### src/rtl/uart_pkt_pkg.sv
// Shared types and helpers for the UART packet controller.
// Holds the FSM state encoding, the default sync marker and the running
// checksum step used while a packet is being framed.
package uart_pkt_pkg;

  typedef enum logic [2:0] {
    IDLE    = 3'd0,
    CMD     = 3'd1,
    LEN     = 3'd2,
    PAYLOAD = 3'd3,
    CSUM    = 3'd4,
    HOLD    = 3'd5
  } pkt_state_t;

  localparam logic [7:0] SYNC_BYTE_DEF = 8'hA5;

  // One step of the packet checksum (XOR over CMD, LEN and payload).
  function automatic logic [7:0] chk_next(input logic [7:0] chk, input logic [7:0] b);
    return chk ^ b;
  endfunction

endpackage

### src/rtl/uart_pkt_buf.sv
// Payload buffer: DEPTH x 8 register file, one synchronous write port and
// one combinational read port.
// Ports: clk; we_i/waddr_i/wdata_i write; raddr_i -> rdata_o read.
// Contents are deliberately not reset.
module uart_pkt_buf
  import uart_pkt_pkg::*;
#(
  parameter int DEPTH = 16,
  parameter int AW    = $clog2(DEPTH)
) (
  input  logic          clk,
  input  logic          we_i,
  input  logic [AW-1:0] waddr_i,
  input  logic [7:0]    wdata_i,
  input  logic [AW-1:0] raddr_i,
  output logic [7:0]    rdata_o
);

  logic [7:0] mem_q [DEPTH];

  always_ff @(posedge clk) begin
    if (we_i) mem_q[waddr_i] <= wdata_i;
  end

  assign rdata_o = mem_q[raddr_i];

endmodule

### src/rtl/uart_rx_pkt_ctrl.sv
// Frames the UART byte stream into SYNC,CMD,LEN,PAYLOAD,CSUM packets,
// checks length/checksum and holds a good packet for the consumer.
// Ports: clk/rst; i_rx_data/i_rx_valid byte strobe (no backpressure);
// o_pkt_valid/i_pkt_ready handshake with o_pkt_cmd/o_pkt_len;
// i_rd_addr -> o_rd_data payload read; o_err_*/o_drop single-cycle pulses.
module uart_rx_pkt_ctrl
  import uart_pkt_pkg::*;
#(
  parameter int         MAX_LEN      = 16,
  parameter logic [7:0] SYNC_BYTE    = SYNC_BYTE_DEF,
  parameter int         TIMEOUT_CLKS = 8680,
  localparam int        LW           = $clog2(MAX_LEN + 1),
  localparam int        AW           = $clog2(MAX_LEN),
  localparam int        CW           = $clog2(TIMEOUT_CLKS)
) (
  input  logic          clk,
  input  logic          rst,
  input  logic [7:0]    i_rx_data,
  input  logic          i_rx_valid,
  output logic          o_pkt_valid,
  input  logic          i_pkt_ready,
  output logic [7:0]    o_pkt_cmd,
  output logic [LW-1:0] o_pkt_len,
  input  logic [AW-1:0] i_rd_addr,
  output logic [7:0]    o_rd_data,
  output logic          o_err_csum,
  output logic          o_err_len,
  output logic          o_err_timeout,
  output logic          o_drop
);

  pkt_state_t    state_q;
  logic [7:0]    cmd_q;
  logic [LW-1:0] len_q;
  logic [7:0]    chk_q;
  logic [AW-1:0] idx_q;
  logic [CW-1:0] cnt_q;
  logic          valid_q;
  logic          err_csum_q;
  logic          err_len_q;
  logic          err_tmo_q;
  logic          drop_q;

  logic          buf_we;
  logic [7:0]    buf_rdata;
  logic          tmo_hit;
  logic          last_pl;

  assign buf_we  = (state_q == PAYLOAD) && i_rx_valid;
  assign tmo_hit = (cnt_q == CW'(TIMEOUT_CLKS - 1));
  // Current payload byte is the final one when idx+1 reaches len.
  assign last_pl = ((LW'(idx_q) + LW'(1)) == len_q);

  always_ff @(posedge clk or posedge rst) begin
    if (rst) begin
      state_q    <= IDLE;
      cmd_q      <= '0;
      len_q      <= '0;
      chk_q      <= '0;
      idx_q      <= '0;
      cnt_q      <= '0;
      valid_q    <= 1'b0;
      err_csum_q <= 1'b0;
      err_len_q  <= 1'b0;
      err_tmo_q  <= 1'b0;
      drop_q     <= 1'b0;
    end else begin
      err_csum_q <= 1'b0;
      err_len_q  <= 1'b0;
      err_tmo_q  <= 1'b0;
      drop_q     <= 1'b0;
      case (state_q)
        IDLE: begin
          cnt_q <= '0;
          idx_q <= '0;
          if (i_rx_valid && (i_rx_data == SYNC_BYTE)) state_q <= CMD;
        end
        HOLD: begin
          // Every byte here is lost, including one in the handshake cycle.
          if (i_rx_valid) drop_q <= 1'b1;
          if (i_pkt_ready) begin
            valid_q <= 1'b0;
            state_q <= IDLE;
          end
        end
        default: begin
          // In-packet states: a byte always beats an expiring timeout.
          if (i_rx_valid) begin
            cnt_q <= '0;
            case (state_q)
              CMD: begin
                cmd_q   <= i_rx_data;
                chk_q   <= i_rx_data;
                state_q <= LEN;
              end
              LEN: begin
                if (int'(i_rx_data) > MAX_LEN) begin
                  err_len_q <= 1'b1;
                  state_q   <= IDLE;
                end else begin
                  len_q   <= LW'(i_rx_data);
                  chk_q   <= chk_next(chk_q, i_rx_data);
                  state_q <= (i_rx_data == 8'h00) ? CSUM : PAYLOAD;
                end
              end
              PAYLOAD: begin
                chk_q <= chk_next(chk_q, i_rx_data);
                if (last_pl) begin
                  idx_q   <= '0;
                  state_q <= CSUM;
                end else begin
                  idx_q <= idx_q + AW'(1);
                end
              end
              CSUM: begin
                if (i_rx_data == chk_q) begin
                  valid_q <= 1'b1;
                  state_q <= HOLD;
                end else begin
                  err_csum_q <= 1'b1;
                  state_q    <= IDLE;
                end
              end
              default: state_q <= IDLE;
            endcase
          end else if (tmo_hit) begin
            err_tmo_q <= 1'b1;
            cnt_q     <= '0;
            idx_q     <= '0;
            state_q   <= IDLE;
          end else begin
            cnt_q <= cnt_q + CW'(1);
          end
        end
      endcase
    end
  end

  uart_pkt_buf #(
    .DEPTH (MAX_LEN),
    .AW    (AW)
  ) u_buf (
    .clk     (clk),
    .we_i    (buf_we),
    .waddr_i (idx_q),
    .wdata_i (i_rx_data),
    .raddr_i (i_rd_addr),
    .rdata_o (buf_rdata)
  );

  // Reads outside the held packet (or with nothing held) return zero.
  assign o_rd_data     = (valid_q && (LW'(i_rd_addr) < len_q)) ? buf_rdata : 8'h00;
  assign o_pkt_valid   = valid_q;
  assign o_pkt_cmd     = cmd_q;
  assign o_pkt_len     = len_q;
  assign o_err_csum    = err_csum_q;
  assign o_err_len     = err_len_q;
  assign o_err_timeout = err_tmo_q;
  assign o_drop        = drop_q;

endmodule
### config.mk
export PLATFORM = sky130hd
export DESIGN_NAME = uart_rx_pkt_ctrl
export DESIGN_NICKNAME = d
export VERILOG_FILES = /design/src/rtl/uart_pkt_pkg.sv /design/src/rtl/uart_pkt_buf.sv /design/src/rtl/uart_rx_pkt_ctrl.sv
export SDC_FILE = /design/constraint.sdc
export NUM_CORES = 1
export LEC_CHECK = 0
export ABC_AREA = 1
export CORE_ASPECT_RATIO = 2
export CORE_UTILIZATION = 40
export CTS_CLUSTER_SIZE = 30
export DETAILED_ROUTE_END_ITERATION = 8
export PLACE_DENSITY = 0.65
export REMOVE_ABC_BUFFERS = 1
export SYNTH_ARGS = -nofsm -noshare
export SYNTH_HDL_FRONTEND = slang
export SYNTH_HIERARCHICAL = 1
export SYNTH_SLANG_ARGS = --single-unit
### constraint.sdc
create_clock -name clk -period 2.2 [get_ports clk]
set_input_delay 0.44 -clock clk [delete_from_list [all_inputs] [get_ports clk]]
set_output_delay 0.44 -clock clk [all_outputs]
set_load 0.005 [all_outputs]
==> report_table.html <==
<table>
<tr><th>Metric</th><th>Value</th></tr>
<tr><th colspan="2">Place</th></tr>
<tr><td># port buffers</td><td>41</td></tr>
<tr><td>Weighted congestion reported at the end of routability-driven placement</td><td>a little under 0.9</td></tr>
<tr><td>Final HPWL DP</td><td>approximately 16000 µm</td></tr>
<tr><td>Number of placed instances with taps included</td><td>approximately 1300</td></tr>
<tr><th colspan="2">GRT</th></tr>
<tr><td>Wire length of the first global-routing pass</td><td>~34000 µm</td></tr>
<tr><td>Number of global-route vias before repair</td><td>approximately 6400</td></tr>
<tr><td>Aggregate global-route resource usage</td><td>0.210</td></tr>
<tr><td>Initial antenna violation count</td><td>0</td></tr>
<tr><td>Largest net degree at the start of global routing</td><td>48</td></tr>
<tr><td>Overflow left after global routing</td><td>0</td></tr>
<tr><th colspan="2">Power</th></tr>
<tr><td>Maximum vdd ir drop</td><td>approximately 0.61 mV</td></tr>
<tr><td>Post-layout power</td><td>~0.009 W</td></tr>
<tr><td>Total power divided by cell area</td><td>roughly 860 nW/µm²</td></tr>
<tr><td>Static Leakage</td><td>approximately 4.7 nW</td></tr>
<tr><th colspan="2">Synthesis</th></tr>
<tr><td>Average instance area after synthesis</td><td>8.98 µm²</td></tr>
<tr><td>Top flip-flop cell by instance count after synthesis</td><td>edfxtp_1</td></tr>
<tr><td>Commonest cells in the netlist</td><td>303 x nand2_1, 155 x inv_1, 128 x edfxtp_1, 118 x nand3_1, 55 x nor2_1</td></tr>
<tr><td>Synthesized instance count</td><td>939</td></tr>
<tr><td>Register bit total from synthesis</td><td>175</td></tr>
<tr><td>Top-area cell type share of the netlist area</td><td>0.456</td></tr>
<tr><td>Proportion of synthesized chip area in sequential cells</td><td>0.596</td></tr>
<tr><td>Post-synthesis instance area</td><td>between 8000 and 9000 µm²</td></tr>
<tr><td>Share of synthesized registers carrying an async set or reset</td><td>0.269</td></tr>
<tr><td>Largest cells by area after synthesis</td><td>edfxtp_1 46%, dfrtp_1 14%, nand2_1 13%</td></tr>
<tr><td>Number of flops mapped to enable cells by yosys</td><td>~130</td></tr>
<tr><td>Most frequent cell after synthesis</td><td>nand2_1</td></tr>
<tr><td>Dominant cell type by area after synthesis</td><td>edfxtp_1</td></tr>
<tr><td>Count of cell types in the netlist</td><td>36</td></tr>
<tr><td>Yosys warns</td><td>6</td></tr>
<tr><th colspan="2">Worst setup path</th></tr>
<tr><td>Crit path buf inv count</td><td>4</td></tr>
<tr><td>Slowest CP cell</td><td>dfrtp_1</td></tr>
<tr><td>CP Data Required Time</td><td>1.76 ns</td></tr>
<tr><td>List of cells traversed by the critical path</td><td>inv_2 &gt; ha_4 &gt; nand2_2 &gt; nor2_2 &gt; o21ai_2 &gt; o2111ai_4 &gt; buf_6 &gt; buf_6 &gt; nor2_4 &gt; buf_2</td></tr>
<tr><td>Nature of the critical path endpoint</td><td>primary output</td></tr>
<tr><td>Family with the most delay on the worst path</td><td>buffers and inverters</td></tr>
<tr><td>Delay of the slowest critical-path stage</td><td>0.39 ns</td></tr>
<tr><td>Cell repeated most along the worst path</td><td>buf_6</td></tr>
<tr><td>Kind of start point of the critical path</td><td>flop</td></tr>
<tr><td>Worst Path Arrival</td><td>about 1.9 ns</td></tr>
<tr><td>Largest driver fanout on the critical path</td><td>4</td></tr>
<tr><td>Critical Setup Path Class</td><td>reg -&gt; out</td></tr>
<tr><th colspan="2">Floorplan</th></tr>
<tr><td>X dimension of the die</td><td>around 100 µm</td></tr>
<tr><td># rows</td><td>74</td></tr>
<tr><td>Die extent in y</td><td>just over 200 µm</td></tr>
<tr><td>Core region area</td><td>a little over 20000 µm²</td></tr>
<tr><td>Initial Util</td><td>0.410</td></tr>
<tr><td>DIE AREA</td><td>around 22000 µm²</td></tr>
<tr><td>I/O pin count</td><td>42</td></tr>
<tr><th colspan="2">Clock tree</th></tr>
<tr><td>TritonCTS Buffers</td><td>17</td></tr>
<tr><td>Maximum buffer depth of the clock tree</td><td>2</td></tr>
<tr><td>Master cell of the clock root buffer</td><td>clkbuf_16</td></tr>
<tr><td>Worst skew pair latency</td><td>0.44 ns</td></tr>
<tr><td>Total of hold buffers inserted after clock tree synthesis</td><td>0</td></tr>
<tr><td>H-Tree Depth</td><td>4</td></tr>
<tr><td>Clock transition at the registers of the reported paths</td><td>0.07 ns</td></tr>
<tr><td>Sinks on Clock Net</td><td>between 150 and 200</td></tr>
<tr><td>Clock tree from TritonCTS</td><td>done</td></tr>
<tr><th colspan="2">Worst hold path</th></tr>
<tr><td>Min-delay worst type</td><td>in -&gt; async</td></tr>
<tr><th colspan="2">Cells and area</th></tr>
<tr><td>Nets</td><td>about 1100</td></tr>
<tr><td>Antenna fix cells</td><td>0</td></tr>
<tr><td>Number of standard cells in the layout, taps in and fillers out</td><td>about 1300</td></tr>
<tr><td>Signed area change from the synthesized netlist to the final layout</td><td>23.5%</td></tr>
<tr><td>Fillcell total</td><td>slightly below 2000</td></tr>
<tr><td>Core utilization of the finished layout</td><td>0.506</td></tr>
<tr><td>Fraction of layout instances using a drive strength above 1</td><td>0.168</td></tr>
<tr><th colspan="2">Timing</th></tr>
<tr><td>Clock tree skew after final layout</td><td>about 0.0080 ns</td></tr>
<tr><td>Final critical path time including I/O delays and setup</td><td>2.38 ns</td></tr>
<tr><td>Fin Setup TNS</td><td>-1.13 ns</td></tr>
<tr><td>Maximum clock frequency</td><td>0.421 GHz</td></tr>
<tr><td>Slew Viols, Final</td><td>0</td></tr>
<tr><td>Unrepaired setup endpoints after global routing</td><td>true</td></tr>
<tr><td>Final worst slack</td><td>-0.177 ns</td></tr>
<tr><td>Post-route clock period utilization</td><td>1.08</td></tr>
<tr><td>Relative slew slack</td><td>0.655</td></tr>
<tr><td>Final setup viols</td><td>8</td></tr>
<tr><td>Pin slew with the least headroom to its limit</td><td>approximately 0.52 ns</td></tr>
<tr><td>Count of endpoints failing hold in the final timing report</td><td>0</td></tr>
<tr><th colspan="2">Run status</th></tr>
<tr><td>Result of the run</td><td>finished with violations</td></tr>
<tr><td>Violated checks</td><td>setup timing</td></tr>
<tr><th colspan="2">Drt</th></tr>
<tr><td>Total wirelength of the detailed-routed design</td><td>around 22000 µm</td></tr>
<tr><td>Remaining number of nets flagged by the antenna check after routing</td><td>0</td></tr>
<tr><td>Total vias in the final route</td><td>about 6500</td></tr>
<tr><td>Via count normalized by instance count</td><td>4.91</td></tr>
<tr><td>DRC Markers</td><td>0</td></tr>
<tr><td>Number of search-and-repair iterations in the first detailed-routing pass</td><td>5</td></tr>
<tr><td>Post-DR wirelength/cell</td><td>16.4 µm</td></tr>
<tr><td>Starting DRC count in detailed routing</td><td>around 340</td></tr>
<tr><th colspan="2">Flow run</th></tr>
<tr><td>Max Cap Viol</td><td>0</td></tr>
</table>
-- power breakdown --
group	switching [W]	internal, W
clock	0.00139	0.00150
combinational	0.00120	0.000904
sequential	0.000161	0.00378
total	0.00275	0.00619
-- flip-flops by register name, indices dropped and copies added (netlist names), 3 cells and up --
name,cells
chk_q,8
cnt_q,14
idx_q,4
o_pkt_cmd,8
o_pkt_len,5
state_q,3
u_buf/mem_q,128
-- cell usage in the layout (no fill, tap or decap), types with 9 or more instances in the layout --
| cell | Yosys | routed |
|---|---|---|
| inv_2 | 7 | 11 |
| clkbuf_16 | 0 | 17 |
| clkdlybuf4s50_1 | 0 | 29 |
| nand3_1 | 118 | 116 |
| o21ai_2 | 9 | 10 |
| nor2_1 | 55 | 48 |
| inv_1 | 155 | 151 |
| buf_4 | 4 | 71 |
| dfrtp_1 | 47 | 47 |
| edfxtp_1 | 128 | 128 |
| buf_2 | 14 | 9 |
| o21ai_0 | 29 | 28 |
| nand2_1 | 303 | 301 |
| buf_12 | 0 | 10 |
-- logic make-up after synthesis --
| group | share of synthesized area |
|---|---|
| AND/OR/NAND/NOR | 0.253 |
| flip-flops | 0.596 |
| buffers and inverters | 0.0959 |
| adder cells (fa/ha/maj) | 0.00742 |
| XOR/XNOR | 0.00416 |
| AO/OA/AOI/OAI | 0.0442 |
-- layer usage --
layer / GRT usage / vias to the layer above / routed length [µm]
met5: 0 / - / 0
met4: 0.118 / 0 / 988
met3: 0.0361 / 52 / 710
met2: 0.400 / 153 / 12300
met1: 0.211 / 3102 / 7850
li1: - / 3240 / -
-- per-stage QoR --
step | setup slack [ns] | hold slack (ns) | instance area [µm²]
floorplan | 0.299 | 0.471 | 8230
global placement | -0.646 | 0.470 | 9660
detailed placement | -0.683 | 0.483 | 9660
CTS | -0.197 | 0.339 | 10300
global route | -0.261 | 0.377 | 10400
finish | -0.177 | 0.336 | 10400
-- worst reg2reg max path, cell delays in order (launching register included) --
cell      delay, ns
dfrtp_1        0.46
nor2_4         0.18
nand2_1        0.11
nor2_2         0.23
nand3b_1       0.21
nor2_1         0.23
buf_4          0.19
-- path summary, 6_finish.rpt --
| path | slack [ns] | start | cells past startpoint | end |
|---|---|---|---|---|
| hold reg to reg | 0.49 | o_pkt_cmd[2] | 2 | o_pkt_cmd[2] |
| max in group asynchronous | 1.60 | rst | 3 | cnt_q[11] |
| setup reg to reg | 0.31 | state_q[2] | 6 | u_buf/mem_q[7][6] |
| min in group clk | 0.49 | o_pkt_cmd[2] | 2 | o_pkt_cmd[2] |
| hold / removal | 0.34 | rst | 3 | o_pkt_cmd[7] |
| setup / recovery | -0.18 | o_pkt_len[2] | 10 | o_rd_data[1] |
-- final cells by class --
cell class	instances	area [µm²]	area share
Sequential cell	175	5020	0.482
Clock buffer	17	425	0.0409
Timing Repair Buffer	126	1140	0.110
Clock inverter	15	149	0.0143
Tap cell	266	333	0.0320
Inverter	163	614	0.0590
Multi-Input combinational cell	572	2730	0.262
-- timing repair --
item,CTS,global route
setup buffers,8,2
gates resized for setup,40,25
pin swaps,4,7
endpoints found under the setup margin,8,8
(Power assumes the default switching activity.)
